File: src/rtl/instr_fetch_pkg.sv
// Shared MIPS fetch-stage types and opcode constants.
package mips_pkg;

    localparam int unsigned WORD_W = 32;
    localparam int unsigned OP_W   = 6;

    localparam logic [OP_W-1:0] OP_RTYPE = 6'd0;
    localparam logic [OP_W-1:0] OP_J     = 6'd2;
    localparam logic [OP_W-1:0] OP_BEQ   = 6'd4;
    localparam logic [OP_W-1:0] OP_BNE   = 6'd5;
    localparam logic [OP_W-1:0] OP_ADDI  = 6'd8;
    localparam logic [OP_W-1:0] OP_LW    = 6'd35;
    localparam logic [OP_W-1:0] OP_SW    = 6'd43;
    localparam logic [OP_W-1:0] FUNCT_JR = 6'd8;

    typedef enum logic [1:0] {
        FETCH,
        HOLD,
        DROP
    } fetch_state_t;

    // One fetched instruction together with its fall-through address.
    typedef struct packed {
        logic [WORD_W-1:0] instr;
        logic [WORD_W-1:0] pc4;
    } fetch_word_t;

endpackage

File: src/rtl/instr_fetch_if.sv
// Instruction-memory request/acknowledge bus between fetch (master) and memory (slave).
interface instr_fetch_if;
    import mips_pkg::*;

    logic              imem_req;
    logic [WORD_W-1:0] imem_addr;
    logic              imem_ack;
    logic [WORD_W-1:0] imem_rdata;

    modport master (output imem_req, output imem_addr, input imem_ack, input imem_rdata);
    modport slave  (input imem_req, input imem_addr, output imem_ack, output imem_rdata);

endinterface

File: src/rtl/instr_fetch_skid.sv
// One-entry skid buffer holding a word returned while decode was stalled.
module fetch_skid
    import mips_pkg::*;
(
    input  logic        clk,
    input  logic        rst_n,
    input  logic        load_i,
    input  logic        clear_i,
    input  fetch_word_t data_i,
    output fetch_word_t data_o,
    output logic        full_o
);

    fetch_word_t data_q;
    logic        full_q;

    // Clear wins over load so a redirect always empties the buffer.
    always_ff @(posedge clk or negedge rst_n) begin
        if (!rst_n) begin
            data_q <= '0;
            full_q <= 1'b0;
        end else begin
            if (clear_i) begin
                full_q <= 1'b0;
            end else if (load_i) begin
                full_q <= 1'b1;
            end
            if (load_i) begin
                data_q <= data_i;
            end
        end
    end

    assign data_o = data_q;
    assign full_o = full_q;

endmodule

File: src/rtl/instr_fetch.sv
// MIPS instruction-fetch stage: PC, imem req/ack, IF/ID register, skid and redirect flush.
// Define INSTR_FETCH_JUMP_EN to redirect locally on a delivered j instruction.
module instr_fetch
    import mips_pkg::*;
#(
    parameter int unsigned        ADDR_W   = 32,
    parameter logic [ADDR_W-1:0]  RESET_PC = '0
) (
    input  logic              clk,
    input  logic              rst_n,
    instr_fetch_if.master     imem,
    input  logic              stall,
    input  logic              redirect_valid,
    input  logic [ADDR_W-1:0] redirect_pc,
    output logic              if_valid,
    output logic [WORD_W-1:0] if_instr,
    output logic [WORD_W-1:0] if_pc4,
    output logic [OP_W-1:0]   opcode,
    output logic [OP_W-1:0]   funct
);

`ifdef INSTR_FETCH_JUMP_EN
    localparam bit JUMP_EN = 1'b1;
`else
    localparam bit JUMP_EN = 1'b0;
`endif

    fetch_state_t      state_q, state_d;
    logic [ADDR_W-1:0] pc_q, pc_d;
    logic              req_q, req_d;
    logic              valid_q, valid_d;
    logic [WORD_W-1:0] instr_q, instr_d;
    logic [WORD_W-1:0] pc4_q, pc4_d;
    logic              jmp_q, jmp_d;

    logic              adv, ack, outstanding, wr;
    logic [ADDR_W-1:0] pc_inc;
    logic              skid_load, skid_clear, skid_full;
    fetch_word_t       skid_in, skid_out;

    // Acks are only meaningful while a request is actually on the bus.
    assign adv         = !valid_q || !stall;
    assign ack         = imem.imem_ack && req_q;
    assign outstanding = req_q && !imem.imem_ack;
    assign pc_inc      = pc_q + ADDR_W'(4);
    assign skid_in     = '{instr: imem.imem_rdata, pc4: WORD_W'(pc_inc)};

    fetch_skid u_skid (
        .clk     (clk),
        .rst_n   (rst_n),
        .load_i  (skid_load),
        .clear_i (skid_clear),
        .data_i  (skid_in),
        .data_o  (skid_out),
        .full_o  (skid_full)
    );

    always_ff @(posedge clk or negedge rst_n) begin
        if (!rst_n) begin
            state_q <= FETCH;
            pc_q    <= RESET_PC;
            req_q   <= 1'b0;
            valid_q <= 1'b0;
            instr_q <= '0;
            pc4_q   <= '0;
            jmp_q   <= 1'b0;
        end else begin
            state_q <= state_d;
            pc_q    <= pc_d;
            req_q   <= req_d;
            valid_q <= valid_d;
            instr_q <= instr_d;
            pc4_q   <= pc4_d;
            jmp_q   <= jmp_d;
        end
    end

    always_comb begin
        state_d    = state_q;
        pc_d       = pc_q;
        valid_d    = valid_q;
        instr_d    = instr_q;
        pc4_d      = pc4_q;
        skid_load  = 1'b0;
        skid_clear = 1'b0;
        wr         = 1'b0;

        if (redirect_valid) begin
            pc_d       = {redirect_pc[ADDR_W-1:2], 2'b00};
            valid_d    = 1'b0;
            skid_clear = 1'b1;
            state_d    = outstanding ? DROP : FETCH;
        end else if (JUMP_EN && jmp_q) begin
            // The j word stays in the output; only the fall-through fetch is discarded.
            pc_d       = ADDR_W'({pc4_q[31:28], instr_q[25:0], 2'b00});
            skid_clear = 1'b1;
            state_d    = outstanding ? DROP : FETCH;
            if (adv) valid_d = 1'b0;
        end else begin
            unique case (state_q)
                FETCH: begin
                    if (ack) begin
                        pc_d = pc_inc;
                        if (adv) begin
                            valid_d = 1'b1;
                            instr_d = imem.imem_rdata;
                            pc4_d   = WORD_W'(pc_inc);
                            wr      = 1'b1;
                        end else begin
                            skid_load = 1'b1;
                            state_d   = HOLD;
                        end
                    end else if (adv) begin
                        valid_d = 1'b0;
                    end
                end
                HOLD: begin
                    if (!stall) begin
                        valid_d    = skid_full;
                        instr_d    = skid_out.instr;
                        pc4_d      = skid_out.pc4;
                        skid_clear = 1'b1;
                        wr         = 1'b1;
                        state_d    = FETCH;
                    end
                end
                DROP: begin
                    if (ack) state_d = FETCH;
                    if (adv) valid_d = 1'b0;
                end
                default: state_d = FETCH;
            endcase
        end

        req_d = (state_d != HOLD);
        jmp_d = JUMP_EN && wr && (instr_d[31:26] == OP_J);
    end

    assign imem.imem_req  = req_q;
    assign imem.imem_addr = WORD_W'(pc_q);
    assign if_valid       = valid_q;
    assign if_instr       = instr_q;
    assign if_pc4         = pc4_q;
    assign opcode         = instr_q[31:26];
    assign funct          = instr_q[5:0];

endmodule
File: src/flat_wrapper.sv
// flat-port wrapper written by rule: the top's interface ports become plain ports
module instr_fetch_flat import mips_pkg::*;
#(
    parameter int unsigned        ADDR_W   = 32,
    parameter logic [ADDR_W-1:0]  RESET_PC = '0
)
  (clk, rst_n, stall, redirect_valid, redirect_pc, if_valid, if_instr, if_pc4, opcode, funct, imem_imem_req, imem_imem_addr, imem_imem_ack, imem_imem_rdata);
  instr_fetch_if imem_i ();
  input  logic clk;
  input  logic rst_n;
  input  logic stall;
  input  logic redirect_valid;
  input  logic [ADDR_W-1:0] redirect_pc;
  output logic if_valid;
  output logic [WORD_W-1:0] if_instr;
  output logic [WORD_W-1:0] if_pc4;
  output logic [OP_W-1:0] opcode;
  output logic [OP_W-1:0] funct;
  output wire logic [$bits(imem_i.imem_req)-1:0] imem_imem_req;
  output wire logic [$bits(imem_i.imem_addr)-1:0] imem_imem_addr;
  input wire logic [$bits(imem_i.imem_ack)-1:0] imem_imem_ack;
  input wire logic [$bits(imem_i.imem_rdata)-1:0] imem_imem_rdata;
  assign imem_imem_req = imem_i.imem_req;
  assign imem_imem_addr = imem_i.imem_addr;
  assign imem_i.imem_ack = imem_imem_ack;
  assign imem_i.imem_rdata = imem_imem_rdata;
  instr_fetch #(.ADDR_W(ADDR_W), .RESET_PC(RESET_PC)) u_core (.clk(clk), .rst_n(rst_n), .imem(imem_i), .stall(stall), .redirect_valid(redirect_valid), .redirect_pc(redirect_pc), .if_valid(if_valid), .if_instr(if_instr), .if_pc4(if_pc4), .opcode(opcode), .funct(funct));
endmodule
File: config.mk
export PLATFORM = sky130hd
export DESIGN_NAME = instr_fetch_flat
export DESIGN_NICKNAME = d
export VERILOG_FILES = /design/src/rtl/instr_fetch_pkg.sv /design/src/rtl/instr_fetch_if.sv /design/src/rtl/instr_fetch_skid.sv /design/src/rtl/instr_fetch.sv /design/src/flat_wrapper.sv
export SDC_FILE = /design/constraint.sdc
export NUM_CORES = 1
export LEC_CHECK = 0
export BUFFER_PORTS_ARGS = -buffer_cell sky130_fd_sc_hd__buf_2
export CORE_UTILIZATION = 50
export DETAILED_ROUTE_END_ITERATION = 6
export GPL_TIMING_DRIVEN = 0
export PLACE_DENSITY = 0.84
export SLEW_MARGIN = 10
export SYNTH_ARGS = -nofsm -noshare
export SYNTH_HDL_FRONTEND = slang
export SYNTH_SLANG_ARGS = --single-unit
export TNS_END_PERCENT = 10
File: constraint.sdc
create_clock -name clk -period 3.4 [get_ports clk]
set_input_delay 0.51 -clock clk [delete_from_list [all_inputs] [get_ports clk]]
set_output_delay 0.51 -clock clk [all_outputs]
set_load 0.1 [all_outputs]
==> metrics.csv, run 1 <==
metric,value,unit
final worst slack,0.4746,ns
Setup crit start,u_core.state_q[1]$_DFF_PN0_,
Int Power,4.029,mW
Post-Synthesis Mean Instance Area,9.060,um2
hold slack final,0.002558,ns
library cells used by synthesis,51,
# diodes,0,
DP Worst Slack,0.5255,ns
hpwl dp,14890,um
DR vias/cell,5.420,
routing usage on met1,35.48,%
Post-synth top flop,dfrtp_1,
critical path's top delay family,buffers and inverters,
Switching Fraction,48.14,%
crit-path cells,inv_1 -> ha_1 -> clkbuf_1 -> a21o_1 -> a221o_1 -> clkbuf_1 -> clkbuf_1 -> clkbuf_1 -> nand2_1 -> nand3_1,
largest family of logic cells by synthesized area,simple AND/OR/NAND/NOR gates,
total congestion overflow,0,
YS warnings,0,
CP Max Fanout,10,
register area share after synthesis,50.71,%
simple-gate area share of the yosys netlist,21.75,%
Area growth syn-to-layout,22.55,%
Setup Viol. Count Final,0,
RSZ-0062 raised after global routing,false,
worst path bufs/invs,5,
Lkg Pwr,4.546,nW
placed cell areas,9020,um2
mux contribution to synthesized area,5.135,%
status,"finished, final reports clean",
WP data arrival,3.29,ns
Clock Root Buffer,clkbuf_16,
Seq pwr share,34.5,%
crit path kind,reg -> reg,
final number of hold-violating endpoints,0,
Die Wd,127.3,um
most frequent cell after synthesis,nand2_1,
global-route wire length before repair,33260,um
worst path required time,3.76,ns
Total Wirelength,20680,um
Max Cap Viol,0,
initial antenna violation count,0,
clock-pin slew on the worst setup and hold paths,0.06,ns
clk sinks,159,
Post-synth top cells,"nand2_1 (237), dfrtp_1 (159), o21ai_0 (111)",
Die Y,127.3,um
Hold Crit Class,in -> async,
share of layout cells above drive strength 1,22.65,%
largest area contributor in the synthesized netlist,dfrtp_1,
power density over the cells,807.9,nW/um2
Comb pwr share,40.6,%
Post-Synthesis Cells,866,
async set-reset flop share out of synthesis,100.0,%
DRT Pass-1 Iters,5,
met3 usage,4.523,%
largest net degree at the start of global routing,106,
cts hold-fix bufs,0,
design area,9615,um2
worst slew pin tran,0.9566,ns
GRT Max-Usage Layer,met2,
routed length per placed instance,16.11,um
R2R setup slack,0.47,ns
compound-gate portion of the synthesized area,10.96,%
"Cell Area, Synth",7846,um2
Peak Freq,0.3418,GHz
# DRC,0,
CTS tree,built,
synth top area cells,"dfrtp_1 (51%), nand2_1 (11%), o21ai_0 (7.1%)",
number of synthesized register bits,159,
detailed router's first-iteration violation count,572,
number of placed I/O pins,179,
met2 usage,43.46,%
insertion delay to the later sink of the worst-skew pair,0.43,ns
post-synth top area share,50.71,%
Starting Density,51.42,%
die area,16200,um2
delay of the slowest cell on the worst path,0.52,ns
core area,15260,um2
PortBufs,172,
switching pwr,3.739,mW
CP max-delay cell,clkbuf_1,
DRT antenna net count,0,
Max-slew headroom,35.74,%
setup bufs post-CTS,0,
fin crit period,2.925,ns
vias in the first global route,6476,
R2R Path Start,u_core.state_q[1]$_DFF_PN0_,
xor and xnor area share after synthesis,5.693,%
adder-cell share of the synthesized area,0.7973,%
Worst Skew,0.01060,ns
Nets,1135,
Clk pwr share,24.9,%
VDD IR-drop max,0.4823,mV
FP Rows,45,
startpoint types,flip-flop,
routed via count,6959,
count of final max-slew check failures,0,
cell mode on critical path,clkbuf_1,
CTS buffer count,17,
number of synthesized flops with an enable pin,0,
Final period util,86.04,%
Resized cells post-CTS,0,
Max clock buf depth,2,
Global Route Usage Sum,26.47,%
htree depth,4,
Worst setup EP type,flip-flop,
Final GP Congestion,0.9250,
[routing by layer]
metal,part of all wire (%),vias to the layer above,routed length [um]
met5,0,-,0
met4,1.7,0,361
met3,6.2,32,1289
met2,49,307,10060
met1,43,3296,8977
li1,-,3324,-
[cells by family (layout without fill, tap and decap cells)]
family,Yosys count,after routing
AOI/OAI and AO/OA,155,155
xor gates and xnor gates,51,51
adders and majority gates,5,5
buffers and inverters,82,286
DFF,159,159
muxes,40,40
other,1,4
and+or+nand+nor,373,373
[through the flow]
stage	utilization, %	total power, mW	instances	setup TNS [ns]
finish	63.02	7.768	1284	0
global route	63.02	8.072	1284	0
CTS	63.01	7.784	1284	0
detailed placement	59.11	5.854	1253	0
global placement	58.87	5.776	1252	-85.83
floorplan	-	5.236	869	0
[flip-flops by register name, indices dropped and copies added (netlist names)]
| signal | cells |
|---|---|
| u_core.u_skid.data_o | 62 |
| u_core.u_skid.full_o | 1 |
| u_core.imem.imem_addr | 30 |
| u_core.state_q | 2 |
| u_core.if_valid | 1 |
| u_core.if_pc4 | 30 |
| u_core.imem.imem_req | 1 |
| u_core.if_instr | 32 |
[final cells by class]
class,count,area [um2]
Inverter,5,18.77
Clock inverter,13,155.1
Buffer,77,366.6
Tap cell,211,264.0
Sequential cell,159,3979
Clock buffer,18,439.2
Multi-Input combinational cell,628,3495
Fill cell,1280,5643
Timing Repair Buffer,173,898.4
[layout by cell type (no fill, tap or decap), types with 5 or more instances in the layout]
cell / count
xnor2_1: 26
nor3_1: 25
xor2_1: 25
buf_4: 17
nand4_1: 16
o21ai_0: 111
and3_1: 10
buf_2: 176
clkbuf_1: 51
mux2i_1: 38
ha_1: 5
dfrtp_1: 159
nor4_1: 8
a22oi_1: 6
nand2_1: 237
or4_1: 5
nand3_1: 20
clkbuf_16: 17
nor2_1: 28
a21oi_1: 12
[power by group through the flow]
stage	combinational [mW]	sequential, mW	clock [mW]
final	3.16	2.68	1.93
after CTS	3.17	2.67	1.95
after global routing	3.31	2.73	2.03
after floorplan	0.917	4.32	0
after global placement	3.10	2.67	0
after detailed placement	3.15	2.70	0
[path summary, 6_finish.rpt]
kind	cells after the start	to
max reg2reg	10	u_core.if_pc4[24]$_DFFE_PN0P_
max in group asynchronous	2	u_core.if_instr[0]$_DFFE_PN0P_
min	1	u_core.imem.imem_addr[28]$_DFFE_PN0N_
min in group clk	3	u_core.imem.imem_addr[12]$_DFFE_PN0N_
max	10	u_core.if_pc4[24]$_DFFE_PN0P_
min reg2reg	2	u_core.u_skid.data_o[17]$_DFFE_PN0P_
(Power assumes the default switching activity.)
==> run 2, diff against run 1 <==
--- a/config.mk
+++ b/config.mk
@@ -5,11 +5,11 @@
 export SDC_FILE = /design/constraint.sdc
 export NUM_CORES = 1
 export LEC_CHECK = 0
-export BUFFER_PORTS_ARGS = -buffer_cell sky130_fd_sc_hd__buf_2
 export CORE_UTILIZATION = 50
 export DETAILED_ROUTE_END_ITERATION = 6
+export DONT_BUFFER_PORTS = 1
 export GPL_TIMING_DRIVEN = 0
-export PLACE_DENSITY = 0.84
+export PLACE_DENSITY = 0.74
 export SLEW_MARGIN = 10
 export SYNTH_ARGS = -nofsm -noshare
 export SYNTH_HDL_FRONTEND = slang
==> metrics.csv, run 2 (synthesis results as in run 1) <==
metric,value,unit,change
worst path bufs/invs,1,,-4
PortBufs,0,,-100%
crit path kind,reg -> reg,,
Max clock buf depth,2,,unchanged
RSZ-0062 raised after global routing,false,,
fin crit period,3.229,ns,+0.3031 ns
critical path's top delay family,simple AND/OR/NAND/NOR gates,,
"commonest non-fill, non-tap cells in the layout","nand2_1 (237), dfrtp_1 (158), o21ai_0 (111)",,
Die Wd,127.3,um,unchanged
CP Max Fanout,10,,unchanged
hold slack final,-0.2170,ns,-0.2196 ns
Fill cells,1364,,+6.6%
# diodes,0,,unchanged
DRT antenna net count,0,,unchanged
Max Cap Viol,0,,unchanged
worst slew pin tran,1.133,ns,+0.1764 ns
max reg flops,62,,unchanged
delay of the slowest cell on the worst path,1.04,ns,+0.52 ns
clk sinks,159,,unchanged
final number of hold-violating endpoints,159,,+159
DRT Pass-1 Iters,5,,unchanged
Lkg Pwr,3.805,nW,-16%
final worst slack,0.1715,ns,-0.3031 ns
Final period util,94.96,%,+8.9 points
routed via count,6109,,-12%
R2R setup slack,0.17,ns,-0.30 ns
Nets,962,,-15%
initial antenna violation count,0,,unchanged
total power,7.425,mW,-4.4%
DR vias/cell,5.499,,+1.5%
clock-pin slew on the worst setup and hold paths,0.06,ns,about the same
Global Route Usage Sum,25.61,%,-0.86 points
WP data arrival,3.53,ns,+0.24 ns
hpwl dp,14110,um,-5.3%
R2R Path End,u_core.imem.imem_addr[28]$_DFFE_PN0N_,,
Starting Density,51.42,%,unchanged
reg2reg path depth,7,,-3
post-layout util,57.20,%,-5.8 points
Die Y,127.3,um,unchanged
global-route wire length before repair,31680,um,-4.8%
Clock Root Buffer,clkbuf_16,,
# DRC,0,,unchanged
Worst setup EP type,flip-flop,,
share of layout cells above drive strength 1,7.667,%,-15 points
FP Rows,45,,unchanged
htree depth,4,,unchanged
die area,16200,um2,unchanged
count of final max-slew check failures,0,,unchanged
Worst Skew,0.005953,ns,-0.004644 ns
TNS Setup,0,ns,unchanged
Peak Freq,0.3097,GHz,-9.4%
core area,15260,um2,unchanged
status,"finished, violations left",,
number of placed I/O pins,179,,unchanged
VDD IR-drop max,0.4019,mV,-17%
CTS tree,built,,
"commonest non-fill, non-tap cell in the layout",nand2_1,,
Max-slew headroom,24.47,%,-11 points
routed length per placed instance,17.77,um,+10%
Hold Crit Class,in -> async,,
Area growth syn-to-layout,11.23,%,
detailed router's first-iteration violation count,576,,+0.70%
violated checks,negative hold slack,,
startpoint types,flip-flop,,
Total Wirelength,19750,um,-4.5%
worst path required time,3.70,ns,-0.06 ns
CTS buffer count,17,,unchanged
total congestion overflow,0,,unchanged
power density over the cells,850.8,nW/um2,+5.3%
largest net degree at the start of global routing,160,,+51%
CP max-delay cell,dfrtp_1,,
vias in the first global route,5801,,-10%
R2R Path Start,u_core.imem.imem_addr[3]$_DFFE_PN0N_,,
crit-path cells,ha_1 -> nand3_1 -> buf_2 -> or4_4 -> nor4_2 -> xnor2_1 -> o21ai_0,,
insertion delay to the later sink of the worst-skew pair,0.43,ns,about the same
DP Worst Slack,0.1358,ns,-0.3897 ns
Setup Viol. Count Final,0,,unchanged
Final GP Congestion,0.8830,,-4.5%
[run 2: cell count changes in the layout (fill, tap and decap cells not counted)]
cell        change
buf_16          -1
inv_6           -3
buf_8           -1
clkinvlp_4      -1
clkinv_2        +1
dfrtp_2         +1
nor3_1          -1
inv_8           -2
buf_2         -171
nor3_2          +1
clkbuf_1        +3
dfrtp_1         -1
bufinv_16       +1
clkbuf_8        +1
[run 2: worst reg2reg max path, cell delays in order, from the launching register on]
cell and delay, ns:
dfrtp_1 1.04, ha_1 0.37, nand3_1 0.18, buf_2 0.29, or4_4 0.57, nor4_2 0.40, xnor2_1 0.16, o21ai_0 0.09
[run 2: what timing repair did]
action                                  4_1_cts  5_1_grt
endpoints found under the hold margin       159      159
gates resized for setup                       0        2
endpoints found under the setup margin        0       13
setup buffers                                 0        0
[run 2: area by class of cell]
type | count | area [um2] | area share (%)
inverters | 5 | 18.77 | 0.2151
clock inverters | 9 | 133.9 | 1.534
well taps | 211 | 264.0 | 3.025
plain buffers | 77 | 366.6 | 4.201
clock buffers | 22 | 464.2 | 5.319
flip-flops and latches | 159 | 3980 | 45.61
multi-input cells | 628 | 3500 | 40.10
[run 2: where the power goes]
part           switching [mW]  total [mW]  internal (mW)
sequential               2.09        4.41           2.33
combinational           0.718        1.07          0.347
clock                   0.754        1.95           1.19
total                    3.56        7.43           3.87
[run 2: routing by layer]
layer	GRT usage (%)	part of all wire (%)
met1	34.83	44
met2	38.32	45
met3	8.626	8.8
met4	8.824	2.2
met5	0	0
[run 2: worst max-delay path by stage]
stage                                          from                                    end  depth (start not counted)
3_5_place_dp   u_core.imem.imem_addr[2]$_DFFE_PN0N_  u_core.imem.imem_addr[28]$_DFFE_PN0N_                          7
4_1_cts        u_core.imem.imem_addr[2]$_DFFE_PN0N_  u_core.imem.imem_addr[28]$_DFFE_PN0N_                          7
6_report       u_core.imem.imem_addr[3]$_DFFE_PN0N_  u_core.imem.imem_addr[28]$_DFFE_PN0N_                          7
5_1_grt                 u_core.if_valid$_DFFE_PN0P_          u_core.if_pc4[11]$_DFFE_PN0P_                          7
2_1_floorplan  u_core.imem.imem_addr[2]$_DFFE_PN0N_  u_core.imem.imem_addr[28]$_DFFE_PN0N_                          7
3_3_place_gp   u_core.imem.imem_addr[2]$_DFFE_PN0N_  u_core.imem.imem_addr[28]$_DFFE_PN0N_                          7
[run 2: stage by stage]
stage / instances / hold WS, ns / instance area (um2)
floorplan: 869 / 0.2144 / 7858
global placement: 1080 / 0.2231 / 8122
detailed placement: 1080 / 0.2228 / 8122
CTS: 1111 / -0.2318 / 8720
global route: 1111 / -0.2368 / 8727
finish: 1111 / -0.2170 / 8727
